<file path="src/rtl/abs_diff_err_sweeper_pkg.sv">
// Shared types and default widths for the abs-diff error sweeper.
// Derived widths follow from the default DUT input/output widths.
package abs_diff_eval_pkg;

    localparam int I_W_D    = 8;
    localparam int O_W_D    = 5;
    localparam int ET_D     = 16;
    localparam int SETTLE_D = 1;

    localparam int OP_W  = I_W_D / 2;
    localparam int SUM_W = I_W_D + O_W_D;
    localparam int CNT_W = I_W_D + 1;

    typedef enum logic [2:0] {
        S_IDLE,
        S_DRIVE,
        S_WAIT,
        S_SAMPLE,
        S_DONE
    } state_t;

endpackage

</file>
<file path="src/rtl/abs_diff_err_sweeper_if.sv">
// Control, approximate-circuit bus and result signals of the sweeper.
// master = harness/software side, slave = sweeper.
interface abs_diff_err_sweeper_if #(
    parameter int I_W = 8,
    parameter int O_W = 5
);
    logic             start;
    logic             abort;
    logic             busy;
    logic             done;
    logic [I_W-1:0]   dut_in;
    logic [O_W-1:0]   dut_out;
    logic [O_W-1:0]   max_err;
    logic [I_W+O_W-1:0] err_sum;
    logic [I_W:0]     viol_cnt;
    logic [I_W-1:0]   first_fail_vec;
    logic             pass;

    modport master (
        output start, abort, dut_out,
        input  busy, done, dut_in, max_err,
        input  err_sum, viol_cnt, first_fail_vec, pass
    );

    modport slave (
        input  start, abort, dut_out,
        output busy, done, dut_in, max_err,
        output err_sum, viol_cnt, first_fail_vec, pass
    );
endinterface

</file>
<file path="src/rtl/abs_diff_exact_ref.sv">
// Exact |a-b| golden model, purely combinational.
// Result is zero-extended (or truncated) to the output width.
module abs_diff_exact_ref #(
    parameter int OP_W = 4,
    parameter int O_W  = 5
) (
    input  logic [OP_W-1:0] i_a,
    input  logic [OP_W-1:0] i_b,
    output logic [O_W-1:0]  o_abs
);
    logic [OP_W-1:0] w_d;

    assign w_d   = (i_a >= i_b) ? (i_a - i_b) : (i_b - i_a);
    assign o_abs = O_W'(w_d);
endmodule

</file>
<file path="src/rtl/abs_diff_err_sweeper.sv">
// Exhaustive sweeper: drives every input vector to an approximate
// abs-diff circuit and accumulates error statistics against |a-b|.
module abs_diff_err_sweeper
    import abs_diff_eval_pkg::*;
#(
    parameter int I_W    = I_W_D,
    parameter int O_W    = O_W_D,
    parameter int ET     = ET_D,
    parameter int SETTLE = SETTLE_D
) (
    input logic                   clk,
    input logic                   rst_n,
    abs_diff_err_sweeper_if.slave bus
);
    localparam int OPW = I_W / 2;
    localparam int SW  = I_W + O_W;
    localparam int CW  = I_W + 1;
    localparam int STW = $clog2(SETTLE + 1);
    localparam logic [CW-1:0] LAST = {1'b0, {I_W{1'b1}}};

    state_t           r_state;
    state_t           w_nxt;
    logic [CW-1:0]    r_vec;
    logic [STW-1:0]   r_set;
    logic [I_W-1:0]   r_dut_in;
    logic [O_W-1:0]   r_max;
    logic [SW-1:0]    r_sum;
    logic [CW-1:0]    r_viol;
    logic [I_W-1:0]   r_ffv;
    logic             r_done;
    logic             w_busy;
    logic             w_accept;
    logic             w_abort;
    logic             w_last;
    logic [O_W-1:0]   w_exact;
    logic [O_W-1:0]   w_err;
    logic             w_viol;

    abs_diff_exact_ref #(
        .OP_W (OPW),
        .O_W  (O_W)
    ) u_ref (
        .i_a   (r_dut_in[OPW-1:0]),
        .i_b   (r_dut_in[I_W-1:OPW]),
        .o_abs (w_exact)
    );

    assign w_busy   = (r_state == S_DRIVE) || (r_state == S_WAIT)
                    || (r_state == S_SAMPLE);
    assign w_accept = bus.start && !w_busy;
    assign w_abort  = bus.abort && w_busy;
    assign w_last   = (r_vec == LAST);
    assign w_err    = (bus.dut_out >= w_exact) ? (bus.dut_out - w_exact)
                                               : (w_exact - bus.dut_out);
    assign w_viol   = int'(w_err) > ET;

    // State register.
    always_ff @(posedge clk or negedge rst_n) begin
        if (!rst_n) r_state <= S_IDLE;
        else        r_state <= w_nxt;
    end

    // Next state: start only when idle, abort only while sweeping.
    always_comb begin
        w_nxt = r_state;
        case (r_state)
            S_IDLE, S_DONE: begin
                if (bus.start) w_nxt = S_DRIVE;
            end
            S_DRIVE: begin
                w_nxt = bus.abort ? S_IDLE : S_WAIT;
            end
            S_WAIT: begin
                if (bus.abort)             w_nxt = S_IDLE;
                else if (r_set == STW'(1)) w_nxt = S_SAMPLE;
            end
            S_SAMPLE: begin
                if (bus.abort)   w_nxt = S_IDLE;
                else if (w_last) w_nxt = S_DONE;
                else             w_nxt = S_DRIVE;
            end
            default: w_nxt = S_IDLE;
        endcase
    end

    // Vector counter, settle timer and error accumulators.
    always_ff @(posedge clk or negedge rst_n) begin
        if (!rst_n) begin
            r_vec    <= '0;
            r_set    <= '0;
            r_dut_in <= '0;
            r_max    <= '0;
            r_sum    <= '0;
            r_viol   <= '0;
            r_ffv    <= '0;
            r_done   <= 1'b0;
        end else if (w_accept) begin
            r_vec  <= '0;
            r_max  <= '0;
            r_sum  <= '0;
            r_viol <= '0;
            r_ffv  <= '0;
            r_done <= 1'b0;
        end else if (w_abort) begin
            r_done <= 1'b0;
        end else begin
            case (r_state)
                S_DRIVE: begin
                    r_dut_in <= r_vec[I_W-1:0];
                    r_set    <= STW'(SETTLE);
                end
                S_WAIT: begin
                    r_set <= r_set - STW'(1);
                end
                S_SAMPLE: begin
                    if (w_err > r_max) r_max <= w_err;
                    r_sum <= r_sum + SW'(w_err);
                    if (w_viol) begin
                        r_viol <= r_viol + CW'(1);
                        if (r_viol == '0) r_ffv <= r_dut_in;
                    end
                    if (w_last) r_done <= 1'b1;
                    else        r_vec  <= r_vec + CW'(1);
                end
                default: ;
            endcase
        end
    end

    assign bus.busy           = w_busy;
    assign bus.done           = r_done;
    assign bus.dut_in         = r_dut_in;
    assign bus.max_err        = r_max;
    assign bus.err_sum        = r_sum;
    assign bus.viol_cnt       = r_viol;
    assign bus.first_fail_vec = r_ffv;
    assign bus.pass           = r_done && (r_viol == '0);
endmodule
</file>
<file path="src/flat_wrapper.sv">
// flat-port wrapper written by rule: the top's interface ports become plain ports
module abs_diff_err_sweeper_flat import abs_diff_eval_pkg::*;
#(
    parameter int I_W    = I_W_D,
    parameter int O_W    = O_W_D,
    parameter int ET     = ET_D,
    parameter int SETTLE = SETTLE_D
)
  (clk, rst_n, bus_start, bus_abort, bus_dut_out, bus_busy, bus_done, bus_dut_in, bus_max_err, bus_err_sum, bus_viol_cnt, bus_first_fail_vec, bus_pass);
  abs_diff_err_sweeper_if #(.I_W(I_W), .O_W(O_W)) bus_i ();
  input logic clk;
  input logic rst_n;
  input wire logic [$bits(bus_i.start)-1:0] bus_start;
  input wire logic [$bits(bus_i.abort)-1:0] bus_abort;
  input wire logic [$bits(bus_i.dut_out)-1:0] bus_dut_out;
  output wire logic [$bits(bus_i.busy)-1:0] bus_busy;
  output wire logic [$bits(bus_i.done)-1:0] bus_done;
  output wire logic [$bits(bus_i.dut_in)-1:0] bus_dut_in;
  output wire logic [$bits(bus_i.max_err)-1:0] bus_max_err;
  output wire logic [$bits(bus_i.err_sum)-1:0] bus_err_sum;
  output wire logic [$bits(bus_i.viol_cnt)-1:0] bus_viol_cnt;
  output wire logic [$bits(bus_i.first_fail_vec)-1:0] bus_first_fail_vec;
  output wire logic [$bits(bus_i.pass)-1:0] bus_pass;
  assign bus_i.start = bus_start;
  assign bus_i.abort = bus_abort;
  assign bus_i.dut_out = bus_dut_out;
  assign bus_busy = bus_i.busy;
  assign bus_done = bus_i.done;
  assign bus_dut_in = bus_i.dut_in;
  assign bus_max_err = bus_i.max_err;
  assign bus_err_sum = bus_i.err_sum;
  assign bus_viol_cnt = bus_i.viol_cnt;
  assign bus_first_fail_vec = bus_i.first_fail_vec;
  assign bus_pass = bus_i.pass;
  abs_diff_err_sweeper #(.I_W(I_W), .O_W(O_W), .ET(ET), .SETTLE(SETTLE)) u_core (.clk(clk), .rst_n(rst_n), .bus(bus_i));
endmodule
</file>
<file path="config.mk">
export PLATFORM = sky130hd
export DESIGN_NAME = abs_diff_err_sweeper_flat
export DESIGN_NICKNAME = d
export VERILOG_FILES = /design/src/rtl/abs_diff_err_sweeper_pkg.sv /design/src/rtl/abs_diff_err_sweeper_if.sv /design/src/rtl/abs_diff_exact_ref.sv /design/src/rtl/abs_diff_err_sweeper.sv /design/src/flat_wrapper.sv
export SDC_FILE = /design/constraint.sdc
export NUM_CORES = 1
export LEC_CHECK = 0
export CAP_MARGIN = 20
export CORE_ASPECT_RATIO = 0.75
export CORE_MARGIN = 5
export CORE_UTILIZATION = 40
export CTS_CLUSTER_SIZE = 14
export DETAILED_ROUTE_END_ITERATION = 8
export SYNTH_ARGS = -nofsm -noshare
export SYNTH_HDL_FRONTEND = slang
export SYNTH_SLANG_ARGS = --single-unit
</file>
<file path="constraint.sdc">
create_clock -name clk -period 14.4 [get_ports clk]
set_input_delay 3.6 -clock clk [delete_from_list [all_inputs] [get_ports clk]]
set_output_delay 3.6 -clock clk [all_outputs]
set_load 0.02 [all_outputs]
</file>
==> flow_summary.yaml <==
global_route:
  met1_usage: 0.222
  grt_pass1_wl_mm: 14.2
  grt_pass1_vias: 2897
  grt_max_degree: 58
  gr-usage-met3: 0.0482
  busiest_layer: "met2"
  grt_util_met2: 0.245
  grt_usage: 0.162
  overflow: 0
  antenna_found_initial: 0
power:
  total_power_mw: 0.678
  cellLeakagePower_nw: 2.00
  ir_drop_uv: 140
  power_density_nw_per_um2: 147
layout:
  syn2layout_area_growth_pct: 26.3
  layout_common_cells: "57 x dfrtp_1, 53 x clkdlybuf4s50_1, 36 x inv_1, 35 x nand2_1, 30 x nor2_1"
  antenna_cells: 0
  final_cell_area_um2: 4600
  layout-drive-gt1-share: 0.0719
  fill_cells: 859
  final_common_cell: "dfrtp_1"
  nets: 482
  stdcell_count: 557
synthesis:
  synthCells: 384
  synth-edff-count: 0
  yosys_register_bits: 57
  synthSimpleGateAreaFrac: 0.188
  async_reset_ff_frac: 1.00
  synth_top_family_by_area: "simple AND/OR/NAND/NOR gates"
  synth_fp_nets: 426
  synth_cell_types: 55
  yosysSeqAreaShare: 0.391
  ys.flop_type: "dfrtp_1"
  yosys_warnings: 0
  syn_area_per_cell_um2: 9.49
  netlist_area_um2: 3650
  synth_adder_area_share: 0.124
  synthXorXnorAreaFrac: 0.0456
  synth-compound-area-share: 0.143
  synth_mux_area_frac: 0.0556
worst_setup_path:
  cp.required_ns: 14.61
  critPathKind: "input port to flip-flop"
  rrSetupSlack_ns: 8.87
  cp.buffers_inverters: 3
  crit_slowest_cell: "clkdlybuf4s50_1"
  critPathTopFamily: "simple AND/OR/NAND/NOR gates"
  worst_setup_path_start_kind: "input port"
  crit_chain: "clkdlybuf4s50_1 > inv_1 > ha_1 > and2b_1 > o221ai_1 > a2111o_1 > and3_1 > inv_1 > ha_1 > nand4_1 > o221ai_1 > o31ai_1 > a21oi_1 > nor4_4 > mux2_2"
  worstPathArrival_ns: 7.57
  cp-end-kind: "flip-flop"
  worstPathMaxFanout: 10
  slowest_delay_ns: 0.54
placement:
  numPortBuffers: 54
  dp_hpwl_mm: 6.34
  place_area_um2: 4290
  globalplace.congestion: 0.826
  dp_slack_ns: 6.74
  dp.cells: 540
drt:
  drtAntennaViolNets: 0
  routed_wl_mm: 8.55
  first_pass_iters: 4
  vias_per_cell: 5.22
  drcViolationCount: 0
  vias: 2907
  drt-initial-drc-count: 106
  wl_per_cell_um: 15.3
cts:
  postCtsHoldBufs: 0
  path_clk_slew_ns: 0.05
  post_cts_buffers: 0
  cts_buffers: 9
  insertion_delay_ns: 0.33
  cts_tree: "built"
  post_cts_resized: 0
  cts-root-buf: "clkbuf_16"
  cts_htree_levels: 3
  clockBufferDepth: 2
  clock-sinks: 57
timing:
  worst_slew_pin_slew_ns: 0.971
  setup_tns_ns: 0
  fin_worst_skew_ns: 0.00853
  final-hold-violation-count: 0
  min_period_ns: 7.36
  rsz0062_at_grt: "no"
  drv_slew: 0
  fmax_mhz: 136
  max_slew_margin: 0.353
  setup_slack_ns: 7.04
  setup_viol: 0
  min_period_over_period: 0.511
floorplanning:
  die_y_um: 92.7
  dieArea_um2: 11100
  start_util: 0.406
  rows: 30
  coreArea_um2: 8970
  io_pins: 55
  chipWidth_um: 120
hold_path:
  min_path_type: "flip-flop to flip-flop"
run_status:
  status: "complete, no violations"
flow_run:
  max_cap_viol_count: 0
==> per-layer routing <==
layer	part of all wire	wire (um)	vias to the layer above
met3	0.039	333	10
met1	0.50	4290	1398
li1	-	-	1456
met4	0.013	112	0
met5	0	0	-
met2	0.45	3820	43
==> sequential cells by signal, indices dropped and copies added, names as in the netlist <==
name and count:
u_core.bus.done 1, u_core.bus.dut_in 8, u_core.bus.err_sum 13, u_core.bus.first_fail_vec 8, u_core.bus.max_err 5, u_core.bus.viol_cnt 9
u_core.r_set 1, u_core.r_state 3, u_core.r_vec 9
==> worst register-to-register path, delay by kind of cell (launching register included) <==
| kind | cells | cell delay [ns] |
|---|---|---|
| flops | 1 | 0.43 |
| simple gates | 6 | 1.35 |
| compound gates | 7 | 1.44 |
| buf+inv | 3 | 0.45 |
| fa+ha+maj | 3 | 0.87 |
| mux | 2 | 0.85 |
==> power by group <==
part | switching (mW) | internal (mW)
Sequential | 0.0219 | 0.179
Clock | 0.0711 | 0.148
Combinational | 0.152 | 0.106
==> kinds of logic (layout without fill, tap and decap cells) <==
group	Yosys count	in the layout
DFF	57	57
AOI/OAI and AO/OA	76	76
and+or+nand+nor	132	132
adders and majority gates	33	33
xor gates and xnor gates	19	19
buffers and inverters	48	109
muxes	19	19
==> Yosys cell counts (all sizes together) (2+ instances only) <==
master   n  area share
dfrtp   57        0.39
inv     36       0.037
nand2   35       0.036
nor2    30       0.031
ha      28       0.096
o21ai   22       0.030
nand3   17       0.023
a21oi   15       0.021
mux2i   15       0.042
xor2    12       0.029
o31ai    9       0.019
clkbuf   8      0.0082
nand4    8       0.014
nor2b    7       0.012
xnor2    7       0.017
a21o     5       0.010
fa       5       0.027
or4      5       0.010
and2     4      0.0069
and3     4      0.0069
buf      4      0.0072
mux2     4       0.013
nor4     4       0.011
o21a     4      0.0082
nand2b   3      0.0051
nor3     3      0.0072
o211ai   3      0.0062
o21bai   3      0.0062
or2      3      0.0051
a211oi   2      0.0041
nor4b    2      0.0048
o221ai   2      0.0048
or3      2      0.0034
==> area by class of cell <==
class                           instances  area (um^2)  share of cell area
Multi-Input combinational cell        279         2030               0.442
Sequential cell                        57         1430               0.310
Timing Repair Buffer                   57          558               0.121
Clock buffer                           14          274              0.0595
Tap cell                              112          140              0.0304
Inverter                               36          135              0.0294
Clock inverter                          2         35.0             0.00761
==> per-stage QoR <==
stage          utilization  hold WS (ns)
3_5_place_dp         0.478         0.507
3_3_place_gp         0.478         0.508
4_1_cts              0.512         0.520
5_1_grt              0.513         0.568
6_report             0.513         0.513
2_1_floorplan            -         0.473
==> path summary, 6_finish.rpt <==
path,start,end,cells after the start
min,u_core.r_vec[5],u_core.bus.dut_in[5],2
max in group asynchronous,rst_n,u_core.r_state[0],2
min reg2reg,u_core.r_vec[5],u_core.bus.dut_in[5],2
max reg2reg,u_core.bus.dut_in[1],u_core.bus.max_err[3],21
min in group asynchronous,rst_n,u_core.bus.max_err[3],2
max,bus_dut_out[1],u_core.bus.max_err[3],15
Power figures use the tool's default switching activity.
